===== src/rtl/judge_pkg.sv =====
// rtl/judge_pkg.sv - result codes and per-channel state encoding for rhythm_judge
package judge_pkg;

    typedef enum logic [1:0] {
        RES_NONE    = 2'b00,
        RES_PERFECT = 2'b01,
        RES_GOOD    = 2'b10,
        RES_MISS    = 2'b11
    } result_t;

    typedef enum logic [1:0] {
        ST_IDLE = 2'b00,
        ST_WAIT = 2'b01,
        ST_DONE = 2'b10
    } state_t;

endpackage


===== src/rtl/rhythm_judge_if.sv =====
// rtl/rhythm_judge_if.sv - note stream, keypad and per-channel result bundle for rhythm_judge
interface rhythm_judge_if #(
    parameter int CHANNELS = 2,
    parameter int SCORE_W  = 20,
    parameter int COMBO_W  = 8
) ();
    logic                          en;
    logic                          tick_1ms;
    logic                          note_start;
    logic [3:0]                    exp_note;
    logic [3:0]                    exp_octave;
    logic [CHANNELS-1:0]           play_valid;
    logic [4*CHANNELS-1:0]         play_note;
    logic [4*CHANNELS-1:0]         play_octave;
    logic [SCORE_W*CHANNELS-1:0]   score;
    logic [COMBO_W*CHANNELS-1:0]   combo;
    logic [COMBO_W*CHANNELS-1:0]   max_combo;
    logic [2*CHANNELS-1:0]         result;
    logic [CHANNELS-1:0]           result_valid;

    modport master (
        output en, tick_1ms, note_start, exp_note, exp_octave,
        output play_valid, play_note, play_octave,
        input  score, combo, max_combo, result, result_valid
    );

    modport slave (
        input  en, tick_1ms, note_start, exp_note, exp_octave,
        input  play_valid, play_note, play_octave,
        output score, combo, max_combo, result, result_valid
    );
endinterface


===== src/rtl/judge_channel.sv =====
// rtl/judge_channel.sv - one player's timing window, grading, score and combo tracking
module judge_channel
    import judge_pkg::*;
#(
    parameter int SCORE_W     = 20,
    parameter int COMBO_W     = 8,
    parameter int PERFECT_MS  = 50,
    parameter int GOOD_MS     = 150,
    parameter int PERFECT_PTS = 10,
    parameter int GOOD_PTS    = 5,
    parameter int COMBO_SHIFT = 4
) (
    input  logic               clk,
    input  logic               rst_n,
    input  logic               en,
    input  logic               tick_1ms,
    input  logic               note_start,
    input  logic               note_rest,
    input  logic [3:0]         ref_note,
    input  logic [3:0]         ref_octave,
    input  logic               play_valid,
    input  logic [3:0]         play_note,
    input  logic [3:0]         play_octave,
    output logic [SCORE_W-1:0] score,
    output logic [COMBO_W-1:0] combo,
    output logic [COMBO_W-1:0] max_combo,
    output result_t            result,
    output logic               result_valid
);
    localparam int CNT_W = $clog2(GOOD_MS + 2);
    localparam logic [CNT_W-1:0]   CNT_GOOD = CNT_W'(GOOD_MS);
    localparam logic [CNT_W-1:0]   CNT_PERF = CNT_W'(PERFECT_MS);
    localparam logic [SCORE_W:0]   PERF_ADD = (SCORE_W+1)'(PERFECT_PTS);
    localparam logic [SCORE_W:0]   GOOD_ADD = (SCORE_W+1)'(GOOD_PTS);

    state_t             state_q, state_d;
    logic [CNT_W-1:0]   cnt_q, cnt_d;
    logic               pend_q, pend_d;
    logic               pend_match_q, pend_match_d;
    result_t            res_d;
    logic               open_w, rest_w, match_w;
    logic [SCORE_W:0]   bonus_w, sum_w;
    logic [SCORE_W-1:0] score_sat;
    logic [COMBO_W-1:0] combo_inc;

    assign open_w  = note_start && !note_rest;
    assign rest_w  = note_start && note_rest;
    assign match_w = (play_note == ref_note) && (play_octave == ref_octave);

    function automatic result_t grade(input logic m, input logic [CNT_W-1:0] c);
        if (!m)
            return RES_MISS;
        return (c <= CNT_PERF) ? RES_PERFECT : RES_GOOD;
    endfunction

    // A press arriving with a note_start that also kills an open window is parked
    // in pend_q: the old window's MISS owns this cycle, the press is graded next cycle.
    always_comb begin
        state_d      = state_q;
        cnt_d        = cnt_q;
        pend_d       = pend_q;
        pend_match_d = pend_match_q;
        res_d        = RES_NONE;
        if (en) begin
            case (state_q)
                ST_WAIT: begin
                    if (pend_q)
                        res_d = grade(pend_match_q, '0);
                    else if (open_w)
                        res_d = RES_MISS;
                    else if (!rest_w && cnt_q > CNT_GOOD)
                        res_d = RES_MISS;
                    else if (!rest_w && play_valid)
                        res_d = grade(match_w, cnt_q);
                    else if (!rest_w && tick_1ms)
                        cnt_d = cnt_q + 1'b1;

                    if (open_w) begin
                        state_d      = ST_WAIT;
                        cnt_d        = '0;
                        pend_d       = play_valid;
                        pend_match_d = match_w;
                    end else if (rest_w) begin
                        state_d = ST_IDLE;
                        cnt_d   = '0;
                        pend_d  = 1'b0;
                    end else if (res_d != RES_NONE) begin
                        state_d = ST_DONE;
                        pend_d  = 1'b0;
                    end
                end
                default: begin
                    if (open_w) begin
                        cnt_d   = '0;
                        state_d = ST_WAIT;
                        if (play_valid) begin
                            res_d   = grade(match_w, '0);
                            state_d = ST_DONE;
                        end
                    end else if (rest_w) begin
                        state_d = ST_IDLE;
                    end
                end
            endcase
        end
    end

    assign bonus_w   = (SCORE_W+1)'(combo >> COMBO_SHIFT);
    assign sum_w     = {1'b0, score} + ((res_d == RES_PERFECT) ? PERF_ADD : GOOD_ADD) + bonus_w;
    assign score_sat = sum_w[SCORE_W] ? '1 : sum_w[SCORE_W-1:0];
    assign combo_inc = (&combo) ? combo : combo + 1'b1;

    always_ff @(posedge clk) begin
        if (!rst_n) begin
            state_q      <= ST_IDLE;
            cnt_q        <= '0;
            pend_q       <= 1'b0;
            pend_match_q <= 1'b0;
            score        <= '0;
            combo        <= '0;
            max_combo    <= '0;
            result       <= RES_NONE;
            result_valid <= 1'b0;
        end else if (en) begin
            state_q      <= state_d;
            cnt_q        <= cnt_d;
            pend_q       <= pend_d;
            pend_match_q <= pend_match_d;
            result_valid <= (res_d != RES_NONE);
            if (res_d != RES_NONE)
                result <= res_d;
            if (res_d == RES_PERFECT || res_d == RES_GOOD) begin
                score     <= score_sat;
                combo     <= combo_inc;
                max_combo <= (combo_inc > max_combo) ? combo_inc : max_combo;
            end else if (res_d == RES_MISS) begin
                combo <= '0;
            end
        end else begin
            result_valid <= 1'b0;
        end
    end
endmodule


===== src/rtl/rhythm_judge.sv =====
// rtl/rhythm_judge.sv - multi-player note judge: shared expected-note register and per-channel judges
module rhythm_judge
    import judge_pkg::*;
#(
    parameter int CHANNELS    = 2,
    parameter int SCORE_W     = 20,
    parameter int COMBO_W     = 8,
    parameter int PERFECT_MS  = 50,
    parameter int GOOD_MS     = 150,
    parameter int PERFECT_PTS = 10,
    parameter int GOOD_PTS    = 5,
    parameter int COMBO_SHIFT = 4
) (
    input  logic           clk,
    input  logic           rst_n,
    rhythm_judge_if.slave  bus
);
    logic [3:0] note_q, octave_q;
    logic [3:0] ref_note, ref_octave;
    logic       note_open, note_rest;

    assign note_rest = (bus.exp_note == 4'd0);
    assign note_open = bus.note_start && !note_rest;

    always_ff @(posedge clk) begin
        if (!rst_n) begin
            note_q   <= 4'd0;
            octave_q <= 4'd0;
        end else if (bus.en && note_open) begin
            note_q   <= bus.exp_note;
            octave_q <= bus.exp_octave;
        end
    end

    // Presses in the same cycle as a new note compare against the incoming note.
    assign ref_note   = note_open ? bus.exp_note   : note_q;
    assign ref_octave = note_open ? bus.exp_octave : octave_q;

    for (genvar i = 0; i < CHANNELS; i++) begin : g_ch
        logic [SCORE_W-1:0] score_w;
        logic [COMBO_W-1:0] combo_w, max_w;
        result_t            res_w;
        logic               rv_w;

        judge_channel #(
            .SCORE_W(SCORE_W), .COMBO_W(COMBO_W),
            .PERFECT_MS(PERFECT_MS), .GOOD_MS(GOOD_MS),
            .PERFECT_PTS(PERFECT_PTS), .GOOD_PTS(GOOD_PTS),
            .COMBO_SHIFT(COMBO_SHIFT)
        ) u_channel (
            .clk(clk), .rst_n(rst_n), .en(bus.en), .tick_1ms(bus.tick_1ms),
            .note_start(bus.note_start), .note_rest(note_rest),
            .ref_note(ref_note), .ref_octave(ref_octave),
            .play_valid(bus.play_valid[i]),
            .play_note(bus.play_note[4*i +: 4]),
            .play_octave(bus.play_octave[4*i +: 4]),
            .score(score_w), .combo(combo_w), .max_combo(max_w),
            .result(res_w), .result_valid(rv_w)
        );

        assign bus.score[SCORE_W*i +: SCORE_W]     = score_w;
        assign bus.combo[COMBO_W*i +: COMBO_W]     = combo_w;
        assign bus.max_combo[COMBO_W*i +: COMBO_W] = max_w;
        assign bus.result[2*i +: 2]                = res_w;
        assign bus.result_valid[i]                 = rv_w;
    end
endmodule


===== src/flat_wrapper.sv =====
// flat-port wrapper written by rule: the top's interface ports become plain ports
module rhythm_judge_flat import judge_pkg::*;
#(
    parameter int CHANNELS    = 2,
    parameter int SCORE_W     = 20,
    parameter int COMBO_W     = 8,
    parameter int PERFECT_MS  = 50,
    parameter int GOOD_MS     = 150,
    parameter int PERFECT_PTS = 10,
    parameter int GOOD_PTS    = 5,
    parameter int COMBO_SHIFT = 4
)
  (clk, rst_n, bus_en, bus_tick_1ms, bus_note_start, bus_exp_note, bus_exp_octave, bus_play_valid, bus_play_note, bus_play_octave, bus_score, bus_combo, bus_max_combo, bus_result, bus_result_valid);
  rhythm_judge_if #(.CHANNELS(CHANNELS), .SCORE_W(SCORE_W), .COMBO_W(COMBO_W)) bus_i ();
  input  logic clk;
  input  logic rst_n;
  input wire logic [$bits(bus_i.en)-1:0] bus_en;
  input wire logic [$bits(bus_i.tick_1ms)-1:0] bus_tick_1ms;
  input wire logic [$bits(bus_i.note_start)-1:0] bus_note_start;
  input wire logic [$bits(bus_i.exp_note)-1:0] bus_exp_note;
  input wire logic [$bits(bus_i.exp_octave)-1:0] bus_exp_octave;
  input wire logic [$bits(bus_i.play_valid)-1:0] bus_play_valid;
  input wire logic [$bits(bus_i.play_note)-1:0] bus_play_note;
  input wire logic [$bits(bus_i.play_octave)-1:0] bus_play_octave;
  output wire logic [$bits(bus_i.score)-1:0] bus_score;
  output wire logic [$bits(bus_i.combo)-1:0] bus_combo;
  output wire logic [$bits(bus_i.max_combo)-1:0] bus_max_combo;
  output wire logic [$bits(bus_i.result)-1:0] bus_result;
  output wire logic [$bits(bus_i.result_valid)-1:0] bus_result_valid;
  assign bus_i.en = bus_en;
  assign bus_i.tick_1ms = bus_tick_1ms;
  assign bus_i.note_start = bus_note_start;
  assign bus_i.exp_note = bus_exp_note;
  assign bus_i.exp_octave = bus_exp_octave;
  assign bus_i.play_valid = bus_play_valid;
  assign bus_i.play_note = bus_play_note;
  assign bus_i.play_octave = bus_play_octave;
  assign bus_score = bus_i.score;
  assign bus_combo = bus_i.combo;
  assign bus_max_combo = bus_i.max_combo;
  assign bus_result = bus_i.result;
  assign bus_result_valid = bus_i.result_valid;
  rhythm_judge #(.CHANNELS(CHANNELS), .SCORE_W(SCORE_W), .COMBO_W(COMBO_W), .PERFECT_MS(PERFECT_MS), .GOOD_MS(GOOD_MS), .PERFECT_PTS(PERFECT_PTS), .GOOD_PTS(GOOD_PTS), .COMBO_SHIFT(COMBO_SHIFT)) u_core (.clk(clk), .rst_n(rst_n), .bus(bus_i));
endmodule

===== config.mk =====
export PLATFORM = sky130hd
export DESIGN_NAME = rhythm_judge_flat
export DESIGN_NICKNAME = d
export VERILOG_FILES = /design/src/rtl/judge_pkg.sv /design/src/rtl/rhythm_judge_if.sv /design/src/rtl/judge_channel.sv /design/src/rtl/rhythm_judge.sv /design/src/flat_wrapper.sv
export SDC_FILE = /design/constraint.sdc
export NUM_CORES = 1
export LEC_CHECK = 0
export ABC_AREA = 1
export BUFFER_PORTS_ARGS = -buffer_cell sky130_fd_sc_hd__buf_2
export CORE_ASPECT_RATIO = 1.5
export CORE_MARGIN = 2
export CORE_UTILIZATION = 25
export CTS_CLUSTER_SIZE = 28
export DETAILED_ROUTE_END_ITERATION = 12
export GPL_TIMING_DRIVEN = 0
export HOLD_SLACK_MARGIN = 0.02
export PLACE_DENSITY = 0.51
export SLEW_MARGIN = 15
export SYNTH_ARGS = -nofsm -noshare
export SYNTH_HDL_FRONTEND = slang
export SYNTH_SLANG_ARGS = --single-unit

===== constraint.sdc =====
create_clock -name clk -period 4.97 [get_ports clk]
set_input_delay 0.994 -clock clk [delete_from_list [all_inputs] [get_ports clk]]
set_output_delay 0.994 -clock clk [all_outputs]
set_load 0.02 [all_outputs]

==> results of run 1 <==
[state kept, by name (all words and copies together) (netlist names)]
signal / flops
u_core.g_ch.u_channel.score: 40
u_core.g_ch.u_channel.cnt_q: 16
u_core.g_ch.u_channel.combo: 16
u_core.g_ch.u_channel.max_combo: 16
u_core.g_ch.u_channel.result: 4
u_core.g_ch.u_channel.state_q: 4
u_core.note_q: 4
u_core.octave_q: 4
u_core.g_ch.u_channel.pend_match_q: 2
u_core.g_ch.u_channel.pend_q: 2
u_core.g_ch.u_channel.result_valid: 2
[repair_timing]
item                                    in CTS  in global routing
gates resized for setup                      3                 31
pin swaps                                    0                  6
setup buffers                                0                  2
endpoints found under the setup margin       7                 33
[layout make-up]
class	instances	area, um^2
fillers	2981	18400
multi-input cells	675	3930
flip-flops and latches	110	2200
inverters	159	597
repair buffers	110	556
well taps	337	422
clock buffers	10	239
plain buffers	21	118
clock inverters	6	53.8
[layer usage]
layer | vias up | GRT usage | share of wire
li1 | 3372 | - | -
met1 | 3091 | 0.157 | 0.42
met2 | 88 | 0.268 | 0.53
met3 | 18 | 0.0257 | 0.034
met4 | 0 | 0.0459 | 0.015
met5 | - | 0 | 0
[tightest hold or removal path, cell delays in order (launching register included)]
cell,delay (ns)
dfxtp_1,0.32
inv_1,0.05
a21oi_1,0.05
[cell usage in the layout, fill, tap and decap left out, drive strengths merged]
cell type  synthesis  layout
nor4               6       6
a211oi            13      13
nor2              92      92
xnor2              9       9
and3               1       1
dfxtp            110     110
clkinvlp           0       1
a21oi             82      82
nand4             11      11
fa                10      10
nand3             58      58
xor2              20      20
nor3              18      18
o21ai             56      56
clkinv             4       7
a21o               1       1
or2                3       3
o211ai             1       1
inv              155     157
nor3b              3       3
clkbuf            11      22
o221ai             9       9
nand2            219     219
a31oi              9       9
buf               10     119
ha                34      34
o21a               3       3
nand3b            17      17
[power by group]
part / internal [W] / switching (W) / total [W]
combinational: 0.000137 / 0.000249 / 0.000386
sequential: 0.000918 / 0.0000287 / 0.000947
clock: 0.000363 / 0.000380 / 0.000743
total: 0.00142 / 0.000657 / 0.00208
[worst max-delay path by stage]
| stage | startpoint | to | slack (ns) | cells past startpoint |
|---|---|---|---|---|
| 2_1_floorplan | bus_exp_note[0] | u_core.g_ch[1].u_channel.score[17] | 0.38 | 30 |
| 3_3_place_gp | bus_note_start | u_core.g_ch[1].u_channel.score[17] | -0.45 | 25 |
| 3_5_place_dp | bus_note_start | u_core.g_ch[1].u_channel.score[13] | -0.44 | 24 |
| 4_1_cts | bus_exp_note[0] | u_core.g_ch[1].u_channel.score[13] | 0.05 | 30 |
| 5_1_grt | bus_note_start | u_core.g_ch[1].u_channel.score[13] | -0.04 | 28 |
| 6_report | bus_exp_note[1] | u_core.g_ch[0].u_channel.score[15] | 0.33 | 30 |
[through the flow]
step | cell area (um^2) | cells | TNS (ns) | hold slack (ns)
floorplan | 6710 | 965 | 0 | 0.429
global placement | 7670 | 1410 | -7.67 | 0.444
detailed placement | 7670 | 1410 | -7.96 | 0.446
CTS | 7980 | 1426 | 0 | 0.458
global route | 8110 | 1428 | -0.0415 | 0.493
finish | 8110 | 1428 | 0 | 0.462
[logic make-up (layout without fill, tap and decap cells)]
kind of cell    after synthesis  after routing  share of synthesized area
compound gates              174            174                      0.145
xor+xnor                     29             29                     0.0378
fa+ha+maj                    44             44                     0.0932
buf+inv                     180            306                      0.106
flops                       110            110                      0.328
simple gates                428            428                      0.290
==> results by group, run 1 <==
Outcome
  • Status: complete, no violations

Worst setup path
  • Required @ worst endpoint: 5.20 ns
  • R2r endpoint: u_core.g_ch[1].u_channel.score[17]
  • CP endpoint kind: register
  • Top cell family by delay on the critical path: adder cells
  • Critical path's largest stage delay: 0.45 ns
  • Worst path slowest cell: fa_1
  • Worst R2R Setup Slack: 0.76 ns
  • FF-to-FF Start: u_core.g_ch[1].u_channel.cnt_q[0]
  • CP Data Arrival Time: 4.88 ns
  • Crit path kind: in -> reg
  • Crit start category: input port
  • Max FO, Critical Path: 10
  • Crit path buf inv count: 4
  • FF-to-FF path depth: 25
  • Most used cell, CP: nand2_1

STA
  • Final hold vios: 0
  • Final Skew: 0.0155 ns
  • Relative slew slack: 0.465
  • Minimum clock period: 4.64 ns
  • Max Clk Rate: 215 MHz
  • Endpoints failing setup: 0
  • Max-slew violations: 0
  • Tcrit/Tclk final: 0.934
  • Worst Tran Pin Value: 0.803 ns
  • Final WS setup: 0.328 ns

Synthesis
  • Register area share after synthesis: 0.328
  • Synthesized area per cell: 6.95 um^2
  • Share of the synthesized area in the top cell type: 0.328
  • Most numerous cell in the Yosys netlist: nand2_1
  • Synth Flop Type: dfxtp_1
  • Ys Warns: 0
  • Largest cells by area after synthesis: dfxtp_1 (33%), nand2_1 (12%), inv_1 (8.5%)
  • Library cells used by synthesis: 43
  • Post-Syn Instances: 965
  • Async S/R FF share, synth: 0
  • Synth cell count leaders: nand2_1 (210), inv_1 (152), dfxtp_1 (110)
  • Synth area leader: dfxtp_1
  • Seq cells post-synth: 110
  • Post-synth EDFFs: 0
  • Syn_nets: 1040
  • Synthesized area: 0.00671 mm^2

Global routing
  • Total congestion overflow: 0
  • Total track usage: 0.142
  • Initial antenna violation count: 0
  • First-pass GRT wire length: 31300 um
  • Largest net degree at the start of global routing: 20
  • Vias in the first global route: 6311

Worst hold path
  • Hold crit path type: reg -> reg
  • Hold Crit Start: u_core.g_ch[0].u_channel.state_q[1]
  • Hold Path Sink: u_core.g_ch[0].u_channel.state_q[1]
  • Hold path depth: 2

Power
  • Worst ir drop on vdd: 0.154 mV
  • Power per Cell Area: 256 mW/mm^2
  • Static leakage: 3.71 nW
  • Design Power: 0.00208 W

Drt
  • DRC viols: 0
  • Length of the first detailed-routing pass in iterations: 4
  • DR iter-0 viols: 235
  • Final wirelength: 19600 um
  • Wire per inst: 13.7 um
  • Final ANT Viol Nets: 0
  • Routed via count: 6569
  • Routed vias/inst: 4.60

Clocking
  • CTS max path bufs: 2
  • CTS tree: yes
  • CTS Sinks: 110
  • CTS Buf Count: 9
  • Worst-Skew Late Latency: 0.37 ns
  • CTS root buf: clkbuf_16
  • Hold_buf cts: 0
  • Register clock-pin slew on the reported worst setup and hold paths: 0.09 ns
  • Htree depth: 3

Floorplanning
  • Die area: 0.0282 mm^2
  • Row Count: 73
  • Die Width: 138 um
  • Core area: 0.0265 mm^2
  • Initial Util: 0.253
  • Ports: 109
  • Die span in y: 205 um

Placed design
  • Pre-CTS setup slack: -0.438 ns
  • GP Congestion: 0.810
  • Buffers added on ports: 108
  • Post-detail-place hpwl: 15300 um

Layout
  • Nets: 1161
  • Share of post-route cells with drive strength above 1: 0.178
  • Fin util: 0.306
  • ANT cells: 0
  • Synth-to-Final Area Change: 20.9%

Job
  • MaxCap Viol Count: 0
(Power assumes the default switching activity.)
==> inputs of run 2 (changes only) <==
--- a/config.mk
+++ b/config.mk
@@ -14,7 +14,7 @@
 export DETAILED_ROUTE_END_ITERATION = 12
 export GPL_TIMING_DRIVEN = 0
 export HOLD_SLACK_MARGIN = 0.02
-export PLACE_DENSITY = 0.51
+export PLACE_DENSITY = 0.49
 export SLEW_MARGIN = 15
 export SYNTH_ARGS = -nofsm -noshare
 export SYNTH_HDL_FRONTEND = slang
==> run 2 against run 1 <==
Effect of this change: global-route usage increased by 0.14 points; worst hold slack about the same; sequential power about the same; total power increased by 2.0%; critical path type unchanged.
==> results by group, run 2 (synthesis results as in run 1) <==
Outcome
  • Status: complete, no violations

Drt
  • Final ANT Viol Nets: 0 (unchanged)
  • Routed vias/inst: 4.55 (-1.2%)
  • Length of the first detailed-routing pass in iterations: 4 (unchanged)
  • Wire per inst: 13.7 um (-0.28%)
  • Routed via count: 6500 (-1.1%)
  • DRC viols: 0 (unchanged)
  • Final wirelength: 19600 um (-0.14%)
  • DR iter-0 viols: 204 (-13%)

Floorplanning
  • Core area: 0.0265 mm^2 (unchanged)
  • Die area: 0.0282 mm^2 (unchanged)
  • Die span in y: 205 um (unchanged)
  • Ports: 109 (unchanged)
  • Row Count: 73 (unchanged)
  • Initial Util: 0.253 (unchanged)
  • Die Width: 138 um (unchanged)

Power
  • Clock power share: 0.372 (+0.014)
  • Reg power frac: 0.448 (-0.008)
  • Switching Share: 0.310 (-0.00616)
  • Power per Cell Area: 261 mW/mm^2 (+2.1%)
  • Combinational power share: 0.180 (-0.006)
  • Worst ir drop on vdd: 0.140 mV (-8.9%)
  • Net Sw Power: 0.000657 W (about the same)
  • Internal power: 0.00146 W (+2.9%)
  • Static leakage: 3.73 nW (+0.43%)

Layout
  • ANT cells: 0 (unchanged)
  • Synth-to-Final Area Change: 20.7%
  • Filler instances: 2961 (-0.67%)
  • Share of post-route cells with drive strength above 1: 0.173 (-0.00490)
  • Post-Layout Cell Count: 1430 (+0.14%)
  • Commonest non-fill, non-tap cells in the layout: nand2_1 (209), inv_1 (151), buf_2 (113), dfxtp_1 (110)
  • Commonest non-fill, non-tap cell in the layout: nand2_1
  • Most flops, register: u_core.g_ch.u_channel.score
  • Multi-input logic area: 0.00388 mm^2 (-1.2%)
  • Max FFs per register: 40 (unchanged)
  • Design area: 0.00810 mm^2 (-0.11%)
  • Nets: 1163 (+0.17%)
  • Storage cell area: 0.00220 mm^2 (unchanged)

Global routing
  • Initial antenna violation count: 0 (unchanged)
  • Total track usage: 0.143 (+0.00138)
  • Vias in the first global route: 6376 (+1.0%)
  • First-pass GRT wire length: 31500 um (+0.68%)
  • Total congestion overflow: 0 (unchanged)
  • Largest net degree at the start of global routing: 21 (+5.0%)

Clocking
  • Register clock-pin slew on the reported worst setup and hold paths: 0.09 ns (about the same)
  • CTS Buf Count: 9 (unchanged)
  • Hold_buf cts: 0 (unchanged)
  • CTS max path bufs: 2 (unchanged)
  • CTS root buf: clkbuf_16
  • CTS tree: yes
  • Worst-Skew Late Latency: 0.37 ns (about the same)
  • CTS Sinks: 110 (unchanged)
  • Htree depth: 3 (unchanged)

Worst setup path
  • Most used cell, CP: nand2_1
  • Required @ worst endpoint: 5.20 ns (about the same)
  • CP endpoint kind: register
  • Crit start category: input port
  • Max FO, Critical Path: 10 (unchanged)
  • Worst path slowest cell: fa_1
  • Top cell family by delay on the critical path: simple AND/OR/NAND/NOR gates
  • Crit path kind: in -> reg
  • CP Data Arrival Time: 4.92 ns (+0.04 ns)
  • Critical path's largest stage delay: 0.44 ns (about the same)
  • Crit path buf inv count: 4 (unchanged)

STA
  • Relative slew slack: 0.478 (+0.0131)
  • Max Clk Rate: 213 MHz (-1.1%)
  • Final hold vios: 0 (unchanged)
  • Minimum clock period: 4.69 ns (+0.0510 ns)
  • Endpoints failing setup: 0 (unchanged)
  • WHS: 0.462 ns (-0.000370 ns)
  • Worst Tran Pin Value: 0.783 ns (-0.0196 ns)
  • Tcrit/Tclk final: 0.944 (+0.0103)
  • RSZ-0062 raised after global routing: true
  • Final Skew: 0.0161 ns (+0.000565 ns)
  • Max-slew violations: 0 (unchanged)
  • Final WS setup: 0.277 ns (-0.0510 ns)

Placed design
  • GP Congestion: 0.796 (-1.7%)
  • Post-detail-place hpwl: 15500 um (+0.80%)
  • Inst Count DP: 1410 (unchanged)
  • Pre-CTS setup slack: -0.435 ns (+0.00264 ns)
  • Post-DP Area: 0.00767 mm^2 (unchanged)
  • Buffers added on ports: 108 (unchanged)

Job
  • MaxCap Viol Count: 0 (unchanged)

Worst hold path
  • Hold crit path type: reg -> reg
run 2: cell count changes in the layout (fill, tap and decap cells not counted), sizes merged:
cell      delta
buf          +3
clkinvlp     -1
bufinv       +1
clkbuf       -2
inv          +1
run 2: worst min-delay path, stage by stage (launching register included):
cell	delay [ns]
dfxtp_1	0.31
nand2_1	0.06
a21oi_1	0.05
run 2: metal layers:
metal,wire length (um),global-route usage
met5,0,0
met4,460,0.0547
met3,755,0.0255
met2,10200,0.269
met1,8130,0.157
run 2: power by group through the flow:
| stage | combinational [W] | clock [W] | sequential, W |
|---|---|---|---|
| 6_report | 0.000381 | 0.000788 | 0.000947 |
| 5_1_grt | 0.000438 | 0.000854 | 0.000953 |
| 4_1_cts | 0.000379 | 0.000822 | 0.000949 |
| 3_5_place_dp | 0.000377 | 0 | 0.000970 |
| 3_3_place_gp | 0.000376 | 0 | 0.000969 |
| 2_1_floorplan | 0.000231 | 0 | 0.000993 |
run 2: area by class of cell:
cell class | count | share of cell area
Sequential cell | 110 | 0.272
Inverter | 159 | 0.0737
Tap cell | 337 | 0.0520
Multi-Input combinational cell | 675 | 0.479
Clock buffer | 9 | 0.0278
Clock inverter | 7 | 0.0114
Timing Repair Buffer | 112 | 0.0704
Buffer | 21 | 0.0142
run 2: path summary, 6_finish.rpt:
| check | from | to | slack (ns) | cells after the start |
|---|---|---|---|---|
| max | bus_exp_note[1] | u_core.g_ch[0].u_channel.score[15] | 0.28 | 30 |
| min | u_core.octave_q[0] | u_core.octave_q[0] | 0.46 | 2 |
| max reg2reg | u_core.g_ch[0].u_channel.cnt_q[0] | u_core.g_ch[0].u_channel.score[15] | 0.76 | 26 |
| min reg2reg | u_core.octave_q[0] | u_core.octave_q[0] | 0.46 | 2 |
run 2: per-stage QoR:
step / total power [W] / utilization / setup TNS (ns)
5_1_grt: 0.00225 / 0.306 / -0.00438
6_report: 0.00212 / 0.306 / 0
2_1_floorplan: 0.00122 / - / 0
3_5_place_dp: 0.00135 / 0.290 / -7.10
4_1_cts: 0.00215 / 0.302 / 0
3_3_place_gp: 0.00134 / 0.290 / -6.62
run 2: repair_timing:
item / in CTS / in global routing
resized for setup: 2 / 19
setup endpoints to repair: 5 / 29
pin swaps: 0 / 1
endpoints found under the hold margin: 0 / 0
buffers inserted: 0 / 4
==> inputs of run 3 (changes only) <==
--- a/config.mk
+++ b/config.mk
@@ -8,8 +8,8 @@
 export ABC_AREA = 1
 export BUFFER_PORTS_ARGS = -buffer_cell sky130_fd_sc_hd__buf_2
 export CORE_ASPECT_RATIO = 1.5
-export CORE_MARGIN = 2
 export CORE_UTILIZATION = 25
+export CTS_BUF_LIST = sky130_fd_sc_hd__clkbuf_16
 export CTS_CLUSTER_SIZE = 28
 export DETAILED_ROUTE_END_ITERATION = 12
 export GPL_TIMING_DRIVEN = 0
==> run 3 against run 2 <==
Effect of this change: combinational power grew 1%; critical path depth is 2 lower; sequential share of layout area hardly changed; via count fell by 0.80%; non-clock buffer count decreased by 3; wire length shrank 0.52%; total power is 0.45% higher; worst setup slack better by 0.063 ns; clock power up 0.8%; utilization is essentially flat; critical endpoint is now u_core.g_ch[0].u_channel.score[11]; largest cell class unchanged; global-route usage rose by 0.45 points; first-iteration DRC count increased by 9.3%.
==> results by group, run 3 (synthesis results as in run 1) <==
Clocking
  • CTS max path bufs: 2 (unchanged)
  • CTS root buf: clkbuf_16
  • CTS Buf Count: 9 (unchanged)
  • Htree depth: 3 (unchanged)
  • CTS Sinks: 110 (unchanged)
  • Worst-Skew Late Latency: 0.36 ns (about the same)
  • Register clock-pin slew on the reported worst setup and hold paths: 0.08 ns (about the same)
  • CTS tree: yes

Floorplanning
  • Ports: 109 (unchanged)
  • Die area: 0.0275 mm^2 (-2.4%)
  • Row Count: 73 (unchanged)
  • Initial Util: 0.253 (unchanged)
  • Die Width: 136 um (-1.5%)
  • Core area: 0.0265 mm^2 (unchanged)
  • Die span in y: 203 um (-0.98%)

Layout
  • Share of post-route cells with drive strength above 1: 0.173 (+0.000476)
  • Most flops, register: u_core.g_ch.u_channel.score
  • Commonest non-fill, non-tap cell in the layout: nand2_1
  • Commonest non-fill, non-tap cells in the layout: nand2_1 (208), inv_1 (152), buf_2 (113), dfxtp_1 (110), a21oi_1 (76)
  • Max FFs per register: 40 (unchanged)
  • Fin util: 0.306 (+0.000330)
  • Synth-to-Final Area Change: 20.9%
  • Nets: 1160 (-0.26%)
  • ANT cells: 0 (unchanged)

Worst setup path
  • Crit start category: input port
  • Worst path slowest cell: fa_1
  • R2r endpoint: u_core.g_ch[1].u_channel.score[17]
  • Max FO, Critical Path: 10 (unchanged)
  • FF-to-FF path depth: 25 (-3.8%)
  • Crit path kind: in -> reg
  • Required @ worst endpoint: 5.23 ns (+0.03 ns)
  • Worst R2R Setup Slack: 0.76 ns (about the same)
  • Critical path's largest stage delay: 0.44 ns (about the same)
  • FF-to-FF Start: u_core.g_ch[1].u_channel.cnt_q[0]
  • Most used cell, CP: nand2_1
  • CP Data Arrival Time: 4.89 ns (-0.03 ns)
  • CP endpoint kind: register

Global routing
  • Total track usage: 0.148 (+0.00453)
  • First-pass GRT wire length: 31500 um (-0.13%)
  • Initial antenna violation count: 0 (unchanged)
  • Vias in the first global route: 6336 (-0.63%)
  • Total congestion overflow: 0 (unchanged)
  • Largest net degree at the start of global routing: 18 (-14%)

STA
  • TNS Setup: 0 ns (unchanged)
  • Final Skew: 0.0119 ns (-0.00417 ns)
  • Relative slew slack: 0.452 (-0.0258)
  • Final hold vios: 0 (unchanged)
  • Tcrit/Tclk final: 0.932 (-0.0126)
  • Endpoints failing setup: 0 (unchanged)
  • Worst Tran Pin Value: 0.822 ns (+0.0388 ns)
  • Max-slew violations: 0 (unchanged)
  • Max Clk Rate: 216 MHz (+1.4%)
  • RSZ-0062 raised after global routing: false
  • Minimum clock period: 4.63 ns (-0.0626 ns)

Power
  • Power per Cell Area: 262 mW/mm^2 (+0.34%)
  • Worst ir drop on vdd: 0.144 mV (+3.1%)
  • Static leakage: 3.74 nW (+0.20%)

Worst hold path
  • Hold path depth: 2 (unchanged)
  • Hold Crit Start: u_core.g_ch[0].u_channel.state_q[1]
  • Hold crit path type: reg -> reg
  • Hold Path Sink: u_core.g_ch[0].u_channel.state_q[1]

Placed design
  • Post-detail-place hpwl: 15300 um (-1.0%)
  • Buffers added on ports: 108 (unchanged)
  • GP Congestion: 0.835 (+4.9%)

Drt
  • Final wirelength: 19500 um (-0.52%)
  • DRC viols: 0 (unchanged)
  • Wire per inst: 13.6 um (-0.31%)
  • Routed via count: 6448 (-0.80%)
  • Routed vias/inst: 4.52 (-0.59%)
  • DR iter-0 viols: 223 (+9.3%)
  • Final ANT Viol Nets: 0 (unchanged)
  • Length of the first detailed-routing pass in iterations: 4 (unchanged)

Job
  • MaxCap Viol Count: 0 (unchanged)

Outcome
  • Status: complete, no violations
[run 3: changes by cell type in the layout (fill, tap and decap cells not counted), sizes merged]
| cell | delta |
|---|---|
| buf | -3 |
| bufinv | +1 |
| clkinv | +1 |
| inv | -2 |
[run 3: cell type report]
| type | count | area [um^2] |
|---|---|---|
| Buffer | 21 | 115 |
| Clock buffer | 9 | 225 |
| Clock inverter | 7 | 90.1 |
| Fill cell | 2950 | 18400 |
| Inverter | 159 | 597 |
| Multi-Input combinational cell | 675 | 3910 |
| Sequential cell | 110 | 2200 |
| Tap cell | 337 | 422 |
| Timing Repair Buffer | 109 | 548 |
[run 3: per-stage QoR]
step           cells  total power (W)  setup slack (ns)  hold slack [ns]  cell area (um^2)
6_report        1427          0.00213             0.340            0.451              8110
4_1_cts         1426          0.00216            0.0177            0.454              8000
3_3_place_gp    1410          0.00135            -0.471            0.443              7670
5_1_grt         1427          0.00225           0.00285            0.473              8110
2_1_floorplan    965          0.00122             0.381            0.429              6710
3_5_place_dp    1410          0.00135            -0.469            0.442              7670
[run 3: metal layers]
metal  track usage  up-vias  part of all wire
met4        0.0498        0             0.017
met5             0        -                 0
met1         0.162     2970              0.43
met3        0.0220       18             0.027
li1              -     3375                 -
met2         0.282       85              0.53
[run 3: timing repair]
| item | in CTS | in global routing |
|---|---|---|
| gates resized for setup | 3 | 27 |
| buffers inserted | 0 | 1 |
| hold buffers | 0 | 0 |
| pin swaps | 0 | 1 |
| setup endpoints to repair | 6 | 27 |
[run 3: worst max path at each step]
stage	from	endpoint	slack [ns]	cells past startpoint
3_5_place_dp	bus_exp_note[0]	u_core.g_ch[0].u_channel.score[17]	-0.47	27
2_1_floorplan	bus_exp_note[0]	u_core.g_ch[1].u_channel.score[17]	0.38	30
6_report	bus_exp_note[0]	u_core.g_ch[0].u_channel.score[11]	0.34	28
5_1_grt	bus_exp_note[0]	u_core.g_ch[1].u_channel.score[17]	0.003	31
4_1_cts	bus_exp_note[0]	u_core.g_ch[0].u_channel.score[17]	0.02	28
3_3_place_gp	bus_exp_note[1]	u_core.g_ch[0].u_channel.score[17]	-0.47	28
[run 3: critical path: cells and delay by family]
| family | cells | cell delay [ns] |
|---|---|---|
| and+or+nand+nor | 14 | 1.25 |
| xor gates and xnor gates | 1 | 0.14 |
| AOI/OAI and AO/OA | 4 | 0.63 |
| buffers and inverters | 5 | 0.55 |
| adders and majority gates | 4 | 1.33 |
[run 3: report_power, final]
| part | switching, W | internal (W) | total (W) |
|---|---|---|---|
| Sequential | 0.0000285 | 0.000918 | 0.000947 |
| Clock | 0.000354 | 0.000440 | 0.000794 |
| Combinational | 0.000249 | 0.000137 | 0.000385 |
| Total | 0.000631 | 0.00150 | 0.00213 |
